[config.mk]
export PLATFORM = sky130hd
export DESIGN_NAME = pcie_us_msix_arb_flat
export DESIGN_NICKNAME = d
export VERILOG_FILES = /design/src/rtl/pcie_us_msix_pkg.sv /design/src/rtl/pcie_us_msix_arb_if.sv /design/src/rtl/priority_encoder.sv /design/src/rtl/pcie_us_msix_arb.sv /design/src/flat_wrapper.sv
export SDC_FILE = /design/constraint.sdc
export NUM_CORES = 1
export LEC_CHECK = 0
export CORE_MARGIN = 3
export CORE_UTILIZATION = 40
export DETAILED_ROUTE_END_ITERATION = 10
export PLACE_DENSITY_LB_ADDON = 0.1
export SLEW_MARGIN = 20
export SYNTH_ARGS = -nofsm -noshare
export SYNTH_HDL_FRONTEND = slang
export SYNTH_SLANG_ARGS = --single-unit
[constraint.sdc]
create_clock -name clk -period 1.8 [get_ports clk]
set_input_delay 0.18 -clock clk [delete_from_list [all_inputs] [get_ports clk]]
set_output_delay 0.18 -clock clk [all_outputs]
set_load 0.01 [all_outputs]
[src/rtl/pcie_us_msix_pkg.sv]
// Shared types and widths for the MSI-X interrupt arbiter.
//   state_t    : arbiter FSM state encoding
//   msix_msg_t : address/data payload handed to the PCIe core
package pcie_us_msix_pkg;

  localparam int unsigned MSIX_ADDR_WIDTH = 64;
  localparam int unsigned MSIX_DATA_WIDTH = 32;

  typedef enum logic [2:0] {
    ST_IDLE   = 3'd0,
    ST_LOOKUP = 3'd1,
    ST_CHECK  = 3'd2,
    ST_ISSUE  = 3'd3,
    ST_WAIT   = 3'd4
  } state_t;

  typedef struct packed {
    logic [MSIX_ADDR_WIDTH-1:0] addr;
    logic [MSIX_DATA_WIDTH-1:0] data;
  } msix_msg_t;

endpackage

[src/rtl/pcie_us_msix_arb_if.sv]
// MSI-X table read port plus the UltraScale+ cfg_interrupt_msix_* request port.
//   master : arbiter side (drives table strobe/index and message/int)
//   slave  : table + PCIe core side (returns vector contents, enable/mask, sent/fail)
interface pcie_us_msix_arb_if #(
  parameter int unsigned IRQ_INDEX_WIDTH = 5
) ();
  import pcie_us_msix_pkg::*;

  logic                       tbl_rd_en;
  logic [IRQ_INDEX_WIDTH-1:0] tbl_rd_index;
  logic [MSIX_ADDR_WIDTH-1:0] tbl_rd_addr;
  logic [MSIX_DATA_WIDTH-1:0] tbl_rd_data;
  logic                       tbl_rd_mask;

  logic                       cfg_interrupt_msix_enable;
  logic                       cfg_interrupt_msix_mask;
  logic [MSIX_ADDR_WIDTH-1:0] cfg_interrupt_msix_address;
  logic [MSIX_DATA_WIDTH-1:0] cfg_interrupt_msix_data;
  logic                       cfg_interrupt_msix_int;
  logic                       cfg_interrupt_msix_sent;
  logic                       cfg_interrupt_msix_fail;

  modport master (
    output tbl_rd_en, tbl_rd_index,
    input  tbl_rd_addr, tbl_rd_data, tbl_rd_mask,
    input  cfg_interrupt_msix_enable, cfg_interrupt_msix_mask,
    output cfg_interrupt_msix_address, cfg_interrupt_msix_data, cfg_interrupt_msix_int,
    input  cfg_interrupt_msix_sent, cfg_interrupt_msix_fail
  );

  modport slave (
    input  tbl_rd_en, tbl_rd_index,
    output tbl_rd_addr, tbl_rd_data, tbl_rd_mask,
    output cfg_interrupt_msix_enable, cfg_interrupt_msix_mask,
    input  cfg_interrupt_msix_address, cfg_interrupt_msix_data, cfg_interrupt_msix_int,
    output cfg_interrupt_msix_sent, cfg_interrupt_msix_fail
  );

endinterface

[src/rtl/priority_encoder.sv]
// Lowest-index-first priority encoder (purely combinational).
//   req   : request vector
//   valid : any request bit set
//   idx   : index of the lowest set bit (0 when none)
module priority_encoder #(
  parameter int unsigned WIDTH = 4,
  parameter int unsigned IDX_W = (WIDTH > 1) ? $clog2(WIDTH) : 1
) (
  input  logic [WIDTH-1:0] req,
  output logic             valid,
  output logic [IDX_W-1:0] idx
);

  // Scan downward so the last hit (lowest index) wins.
  always_comb begin
    valid = |req;
    idx   = '0;
    for (int i = int'(WIDTH) - 1; i >= 0; i--) begin
      if (req[i]) idx = IDX_W'(i);
    end
  end

endmodule

[src/rtl/pcie_us_msix_arb.sv]
// Round-robin arbiter of IRQ_COUNT interrupt sources onto the PCIe MSI-X request port (PF0).
//   clk, rst       : user clock, synchronous active-high reset
//   irq_req        : per-source event pulses, latched into pending bits
//   msix           : table read port + cfg_interrupt_msix_* (master view)
//   status_pending : pending bits
//   status_busy    : FSM not idle
//   status_fail    : one-cycle pulse on core fail or response timeout
module pcie_us_msix_arb
  import pcie_us_msix_pkg::*;
#(
  parameter int unsigned IRQ_COUNT       = 32,
  parameter int unsigned IRQ_INDEX_WIDTH = $clog2(IRQ_COUNT),
  parameter int unsigned TIMEOUT         = 1024
) (
  input  logic                  clk,
  input  logic                  rst,
  input  logic [IRQ_COUNT-1:0]  irq_req,
  pcie_us_msix_arb_if.master    msix,
  output logic [IRQ_COUNT-1:0]  status_pending,
  output logic                  status_busy,
  output logic                  status_fail
);

  localparam int unsigned CNT_W = $clog2(TIMEOUT);

  state_t                     state;
  logic [IRQ_COUNT-1:0]       pending_q;
  logic [IRQ_INDEX_WIDTH-1:0] rr_ptr;
  logic [IRQ_INDEX_WIDTH-1:0] grant_q;
  logic [CNT_W-1:0]           timeout_cnt;
  msix_msg_t                  msg_q;
  logic                       rd_en_q;
  logic                       int_q;
  logic                       busy_q;
  logic                       fail_q;

  logic [IRQ_COUNT-1:0]       pending_next_c;
  logic [IRQ_COUNT-1:0]       rr_mask_c;
  logic [IRQ_COUNT-1:0]       pend_masked_c;
  logic                       masked_valid_c;
  logic                       full_valid_c;
  logic [IRQ_INDEX_WIDTH-1:0] masked_idx_c;
  logic [IRQ_INDEX_WIDTH-1:0] full_idx_c;
  logic [IRQ_INDEX_WIDTH-1:0] sel_idx_c;
  logic [IRQ_INDEX_WIDTH-1:0] rr_next_c;
  logic                       func_ok_c;

  // Only sources at or above rr_ptr compete first; fall back to the full set on wrap.
  assign rr_mask_c     = {IRQ_COUNT{1'b1}} << rr_ptr;
  assign pend_masked_c = pending_q & rr_mask_c;

  priority_encoder #(
    .WIDTH (IRQ_COUNT),
    .IDX_W (IRQ_INDEX_WIDTH)
  ) u_pe_masked (
    .req   (pend_masked_c),
    .valid (masked_valid_c),
    .idx   (masked_idx_c)
  );

  priority_encoder #(
    .WIDTH (IRQ_COUNT),
    .IDX_W (IRQ_INDEX_WIDTH)
  ) u_pe_full (
    .req   (pending_q),
    .valid (full_valid_c),
    .idx   (full_idx_c)
  );

  assign sel_idx_c = masked_valid_c ? masked_idx_c : full_idx_c;
  assign rr_next_c = (grant_q == IRQ_INDEX_WIDTH'(IRQ_COUNT - 1))
                   ? '0 : grant_q + IRQ_INDEX_WIDTH'(1);
  assign func_ok_c = msix.cfg_interrupt_msix_enable && !msix.cfg_interrupt_msix_mask;

  // Clear on a clean sent (fail wins over sent), then OR in new events so set wins.
  always_comb begin
    pending_next_c = pending_q;
    if (state == ST_WAIT && msix.cfg_interrupt_msix_sent && !msix.cfg_interrupt_msix_fail) begin
      pending_next_c[grant_q] = 1'b0;
    end
    pending_next_c = pending_next_c | irq_req;
  end

  // Attempt sequencer: IDLE -> LOOKUP -> CHECK -> (IDLE | ISSUE -> WAIT -> IDLE).
  always_ff @(posedge clk) begin
    if (rst) begin
      state       <= ST_IDLE;
      pending_q   <= '0;
      rr_ptr      <= '0;
      grant_q     <= '0;
      timeout_cnt <= '0;
      msg_q       <= '0;
      rd_en_q     <= 1'b0;
      int_q       <= 1'b0;
      busy_q      <= 1'b0;
      fail_q      <= 1'b0;
    end else begin
      rd_en_q   <= 1'b0;
      int_q     <= 1'b0;
      fail_q    <= 1'b0;
      pending_q <= pending_next_c;

      case (state)
        ST_IDLE: begin
          if (func_ok_c && full_valid_c) begin
            grant_q <= sel_idx_c;
            rd_en_q <= 1'b1;
            busy_q  <= 1'b1;
            state   <= ST_LOOKUP;
          end
        end

        ST_LOOKUP: begin
          state <= ST_CHECK;
        end

        // Table data is valid this cycle; message regs then hold until WAIT exits.
        ST_CHECK: begin
          msg_q.addr <= msix.tbl_rd_addr;
          msg_q.data <= msix.tbl_rd_data;
          if (msix.tbl_rd_mask || !func_ok_c) begin
            rr_ptr <= rr_next_c;
            busy_q <= 1'b0;
            state  <= ST_IDLE;
          end else begin
            int_q <= 1'b1;
            state <= ST_ISSUE;
          end
        end

        ST_ISSUE: begin
          timeout_cnt <= '0;
          state       <= ST_WAIT;
        end

        // Exit on sent, fail or timeout; anything other than a clean sent reports failure.
        ST_WAIT: begin
          if (msix.cfg_interrupt_msix_sent || msix.cfg_interrupt_msix_fail ||
              timeout_cnt == CNT_W'(TIMEOUT - 1)) begin
            fail_q <= msix.cfg_interrupt_msix_fail || !msix.cfg_interrupt_msix_sent;
            rr_ptr <= rr_next_c;
            busy_q <= 1'b0;
            state  <= ST_IDLE;
          end else begin
            timeout_cnt <= timeout_cnt + CNT_W'(1);
          end
        end

        default: begin
          busy_q <= 1'b0;
          state  <= ST_IDLE;
        end
      endcase
    end
  end

  assign msix.tbl_rd_en                  = rd_en_q;
  assign msix.tbl_rd_index               = grant_q;
  assign msix.cfg_interrupt_msix_address = msg_q.addr;
  assign msix.cfg_interrupt_msix_data    = msg_q.data;
  assign msix.cfg_interrupt_msix_int     = int_q;
  assign status_pending                  = pending_q;
  assign status_busy                     = busy_q;
  assign status_fail                     = fail_q;

endmodule

[src/flat_wrapper.sv]
// flat-port wrapper written by rule: the top's interface ports become plain ports
module pcie_us_msix_arb_flat import pcie_us_msix_pkg::*;
#(
  parameter int unsigned IRQ_COUNT       = 32,
  parameter int unsigned IRQ_INDEX_WIDTH = $clog2(IRQ_COUNT),
  parameter int unsigned TIMEOUT         = 1024
)
  (clk, rst, irq_req, status_pending, status_busy, status_fail, msix_tbl_rd_en, msix_tbl_rd_index, msix_tbl_rd_addr, msix_tbl_rd_data, msix_tbl_rd_mask, msix_cfg_interrupt_msix_enable, msix_cfg_interrupt_msix_mask, msix_cfg_interrupt_msix_address, msix_cfg_interrupt_msix_data, msix_cfg_interrupt_msix_int, msix_cfg_interrupt_msix_sent, msix_cfg_interrupt_msix_fail);
  pcie_us_msix_arb_if #(.IRQ_INDEX_WIDTH(IRQ_INDEX_WIDTH)) msix_i ();
  input  logic clk;
  input  logic rst;
  input  logic [IRQ_COUNT-1:0] irq_req;
  output logic [IRQ_COUNT-1:0] status_pending;
  output logic status_busy;
  output logic status_fail;
  output wire logic [$bits(msix_i.tbl_rd_en)-1:0] msix_tbl_rd_en;
  output wire logic [$bits(msix_i.tbl_rd_index)-1:0] msix_tbl_rd_index;
  input wire logic [$bits(msix_i.tbl_rd_addr)-1:0] msix_tbl_rd_addr;
  input wire logic [$bits(msix_i.tbl_rd_data)-1:0] msix_tbl_rd_data;
  input wire logic [$bits(msix_i.tbl_rd_mask)-1:0] msix_tbl_rd_mask;
  input wire logic [$bits(msix_i.cfg_interrupt_msix_enable)-1:0] msix_cfg_interrupt_msix_enable;
  input wire logic [$bits(msix_i.cfg_interrupt_msix_mask)-1:0] msix_cfg_interrupt_msix_mask;
  output wire logic [$bits(msix_i.cfg_interrupt_msix_address)-1:0] msix_cfg_interrupt_msix_address;
  output wire logic [$bits(msix_i.cfg_interrupt_msix_data)-1:0] msix_cfg_interrupt_msix_data;
  output wire logic [$bits(msix_i.cfg_interrupt_msix_int)-1:0] msix_cfg_interrupt_msix_int;
  input wire logic [$bits(msix_i.cfg_interrupt_msix_sent)-1:0] msix_cfg_interrupt_msix_sent;
  input wire logic [$bits(msix_i.cfg_interrupt_msix_fail)-1:0] msix_cfg_interrupt_msix_fail;
  assign msix_tbl_rd_en = msix_i.tbl_rd_en;
  assign msix_tbl_rd_index = msix_i.tbl_rd_index;
  assign msix_i.tbl_rd_addr = msix_tbl_rd_addr;
  assign msix_i.tbl_rd_data = msix_tbl_rd_data;
  assign msix_i.tbl_rd_mask = msix_tbl_rd_mask;
  assign msix_i.cfg_interrupt_msix_enable = msix_cfg_interrupt_msix_enable;
  assign msix_i.cfg_interrupt_msix_mask = msix_cfg_interrupt_msix_mask;
  assign msix_cfg_interrupt_msix_address = msix_i.cfg_interrupt_msix_address;
  assign msix_cfg_interrupt_msix_data = msix_i.cfg_interrupt_msix_data;
  assign msix_cfg_interrupt_msix_int = msix_i.cfg_interrupt_msix_int;
  assign msix_i.cfg_interrupt_msix_sent = msix_cfg_interrupt_msix_sent;
  assign msix_i.cfg_interrupt_msix_fail = msix_cfg_interrupt_msix_fail;
  pcie_us_msix_arb #(.IRQ_COUNT(IRQ_COUNT), .IRQ_INDEX_WIDTH(IRQ_INDEX_WIDTH), .TIMEOUT(TIMEOUT)) u_core (.clk(clk), .rst(rst), .irq_req(irq_req), .msix(msix_i), .status_pending(status_pending), .status_busy(status_busy), .status_fail(status_fail));
endmodule
==> results.ini <==
[power_and_ir_drop]
power.ir.vdd_worst_mv=0.911
switching_power_mw=2.36
p_sw_frac=0.258
power.leakage_nw=4.62
pwr_density_cell_nw_per_um2=745
comb_power_share=0.170
internal-power_mw=6.80
clock_power_share=0.435
seq_power_share=0.395

[sta]
report.final.hold_viol_count=0
layout_skew_ns=0.0105
hold_ws_ns=0.216
final-max-slew-violation-count=0
rsz0062_at_grt=yes
max_slew_margin=0.682
worstMarginPinSlew_ns=0.464
timing.final.ws_setup_ns=-0.316
period_share=1.18
setup_viol=20
fmaxAchievable_mhz=473
final_period_minus_worst_setup_slack_ns=2.12

[route]
drt-vias-per-instance=5.16
count_of_antenna_violating_nets_left_after_detailed_routing=0
route.final.wire_length_mm=26.3
drt_drc_violations_left=0
initial_drt_pass_iterations=5
routedWlPerCell_um=16.8
starting_drc_count_in_detailed_routing=497
num_vias=8092

[yosys]
post_synthesis_cell_area_sq_um=7000
async_reset_ff_frac=0
distinct_cell_type_count_of_the_synthesized_netlist=72
synth_ff_type=dfxtp_1
synth.yosys.warnings=0
postSynthNetCount=1071
syn_inst=930
synth.yosys.seq_area_share=0.443
number_of_enable_flip_flop_cells_after_synthesis=0
syn_area_per_cell_sq_um=7.53
ys_ff_latch=155

[final_layout]
layout.cells.most_common=clkdlybuf4s50_1
layout.core_utilization=0.729
share_of_layout_cells_above_drive_strength_1=0.231
antenna_cells_inserted=0
layout_common_cells=clkdlybuf4s50_1, nand2_1, buf_4
syn2layout_area_growth_pct=75.6
num-nets-final=1477

[clocking]
clockBufferDepth=2
cts.hold.buffers_added=0
clock_tree.htree_level_count=4
cts_tree=done
worst_skew_pair.late_latency_ns=0.43
cts_buffers=17
cts.reportedPaths.clkPinSlew_ns=0.07
clockRootBuffer=clkbuf_16
tritoncts_num_sinks=155

[setup_path]
critPathArrivalTime_ns=2.44
cp_slowest_stage_delay_ns=0.39
cp.required_ns=2.12
critPathCaptureType=flip-flop
critPathTopFamily=compound AO/OA/AOI/OAI gates
path_cells=buf_12, buf_6, buf_4, nand3_1, a21oi_2, o211a_1, and4_4, and3_4, nand4b_1, a311oi_1
timing.critical_path.buf_inv=3
cp_slowest_cell=dfxtp_4
setup.worst_path.start_class=flip-flop
timing_worst_setup_path_type=flip-flop to flip-flop
cp_max_fo=7

[floorplanning]
num_io_pins=272
die-height_um=138
rows=47
fp.coreArea_sq_um=16900
die_area_sq_um=19100
floorplan.initialDensity=0.415
die_w_um=138

[grt]
grt_pass1_wl_mm=40.8
grt_pass1_vias=7639
global_route.overflow_total=0
grt_usage=0.260
grt_start_max_net_pins=97
grt_antenna_before_repair=0

[placement]
place.gp.congestion=0.959
port_buffers=271
detailed_place_hpwl_mm=18.9

[worst_hold_path]
worstHoldPathType=input port to flip-flop

[outcome]
violations_in_the_final_reports=negative setup slack
status=complete, but fails checks

[flow_run]
maxCapViolations=0

routing by layer:
metal / vias up / part of all wire / track usage
met5: - / 0 / 0
met4: 0 / 0.022 / 0.0686
met3: 38 / 0.078 / 0.0849
met2: 281 / 0.49 / 0.440
met1: 3774 / 0.41 / 0.319
li1: 3999 / - / -
registers in the layout, summed over array words and instances, names as in the netlist:
name and cells:
u_core.status_pending 32, u_core.msix.cfg_interrupt_msix_int 1, u_core.rr_ptr 5, u_core.msix.tbl_rd_index 5
u_core.state 3, u_core.status_fail 1, u_core.timeout_cnt 10, u_core.msix.tbl_rd_en 1
u_core.msix.cfg_interrupt_msix_address 64, u_core.status_busy 1, u_core.msix.cfg_interrupt_msix_data 32
metrics by stage:
step	power (mW)	TNS (ns)	std cells	instance area (sq um)	worst slack (ns)
final	9.17	-3.03	1569	12300	-0.316
after global routing	9.51	-5.04	1569	12300	-0.420
after CTS	9.17	-3.25	1558	12000	-0.371
after detailed placement	5.14	-3.32	1518	11100	-0.388
after global placement	5.14	-2.68	1518	11100	-0.311
after floorplan	4.23	-0.265	930	7110	-0.0850
synthesized netlist by cell type (4+ instances only):
cell / number / area share
a211oi_1: 4 / 0.0043
a21o_1: 5 / 0.0054
a21oi_1: 150 / 0.11
a31oi_1: 9 / 0.0080
and3_1: 7 / 0.0063
buf_1: 5 / 0.0027
buf_2: 6 / 0.0043
buf_4: 4 / 0.0043
clkbuf_1: 41 / 0.022
dfxtp_1: 155 / 0.44
ha_1: 6 / 0.011
inv_1: 16 / 0.0086
mux2i_1: 5 / 0.0071
nand2_1: 257 / 0.14
nand2b_1: 4 / 0.0036
nand3_1: 14 / 0.010
nor2_1: 83 / 0.044
nor2b_1: 10 / 0.0089
nor3_1: 15 / 0.011
nor3b_1: 5 / 0.0054
nor4_1: 4 / 0.0036
o2111ai_1: 4 / 0.0050
o211ai_1: 6 / 0.0064
o21a_1: 4 / 0.0043
o21ai_0: 22 / 0.016
o311ai_0: 4 / 0.0050
or2_2: 6 / 0.0054
or3_1: 4 / 0.0036
or4_1: 7 / 0.0075
xnor2_1: 4 / 0.0050
xor2_1: 4 / 0.0050
area by class of cell:
cell class / count / area [sq um]
inverters: 17 / 63.8
fillers: 1321 / 4580
clock inverters: 15 / 231
repair buffers: 445 / 4200
well taps: 220 / 275
flip-flops and latches: 155 / 3170
multi-input cells: 700 / 3940
clock buffers: 17 / 425
power by group through the flow:
| stage | Combinational [mW] | Clock, mW | Sequential (mW) |
|---|---|---|---|
| 2_1_floorplan | 0.467 | 0 | 3.76 |
| 3_3_place_gp | 1.45 | 0 | 3.69 |
| 3_5_place_dp | 1.45 | 0 | 3.69 |
| 4_1_cts | 1.49 | 4.07 | 3.61 |
| 5_1_grt | 1.67 | 4.20 | 3.63 |
| 6_report | 1.56 | 3.99 | 3.62 |
worst paths after layout:
path                                                 from                                       to  slack [ns]  cells after the start
hold reg to reg   u_core.msix.cfg_interrupt_msix_data[17]  u_core.msix.cfg_interrupt_msix_data[17]        0.45                      2
setup reg to reg                         u_core.rr_ptr[1]              u_core.msix.tbl_rd_index[1]       -0.32                     10
setup / recovery                         u_core.rr_ptr[1]              u_core.msix.tbl_rd_index[1]       -0.32                     10
hold / removal                                        rst                    u_core.msix.tbl_rd_en        0.22                      2
repair_timing:
item / in CTS / in global routing
endpoints found under the setup margin: 24 / 26
pin swaps: 22 / 36
cloned: 0 / 1
buffers inserted: 9 / 13
gates resized for setup: 42 / 49
logic make-up after synthesis:
logic type,Yosys count,share of synthesized area
AND/OR/NAND/NOR,434,0.269
AO/OA/AOI/OAI,245,0.211
flip-flops,155,0.443
buffers and inverters,75,0.0456
XOR/XNOR,8,0.0100
adder cells (fa/ha/maj),7,0.0122
multiplexers,6,0.00876
(Power assumes the default switching activity.)
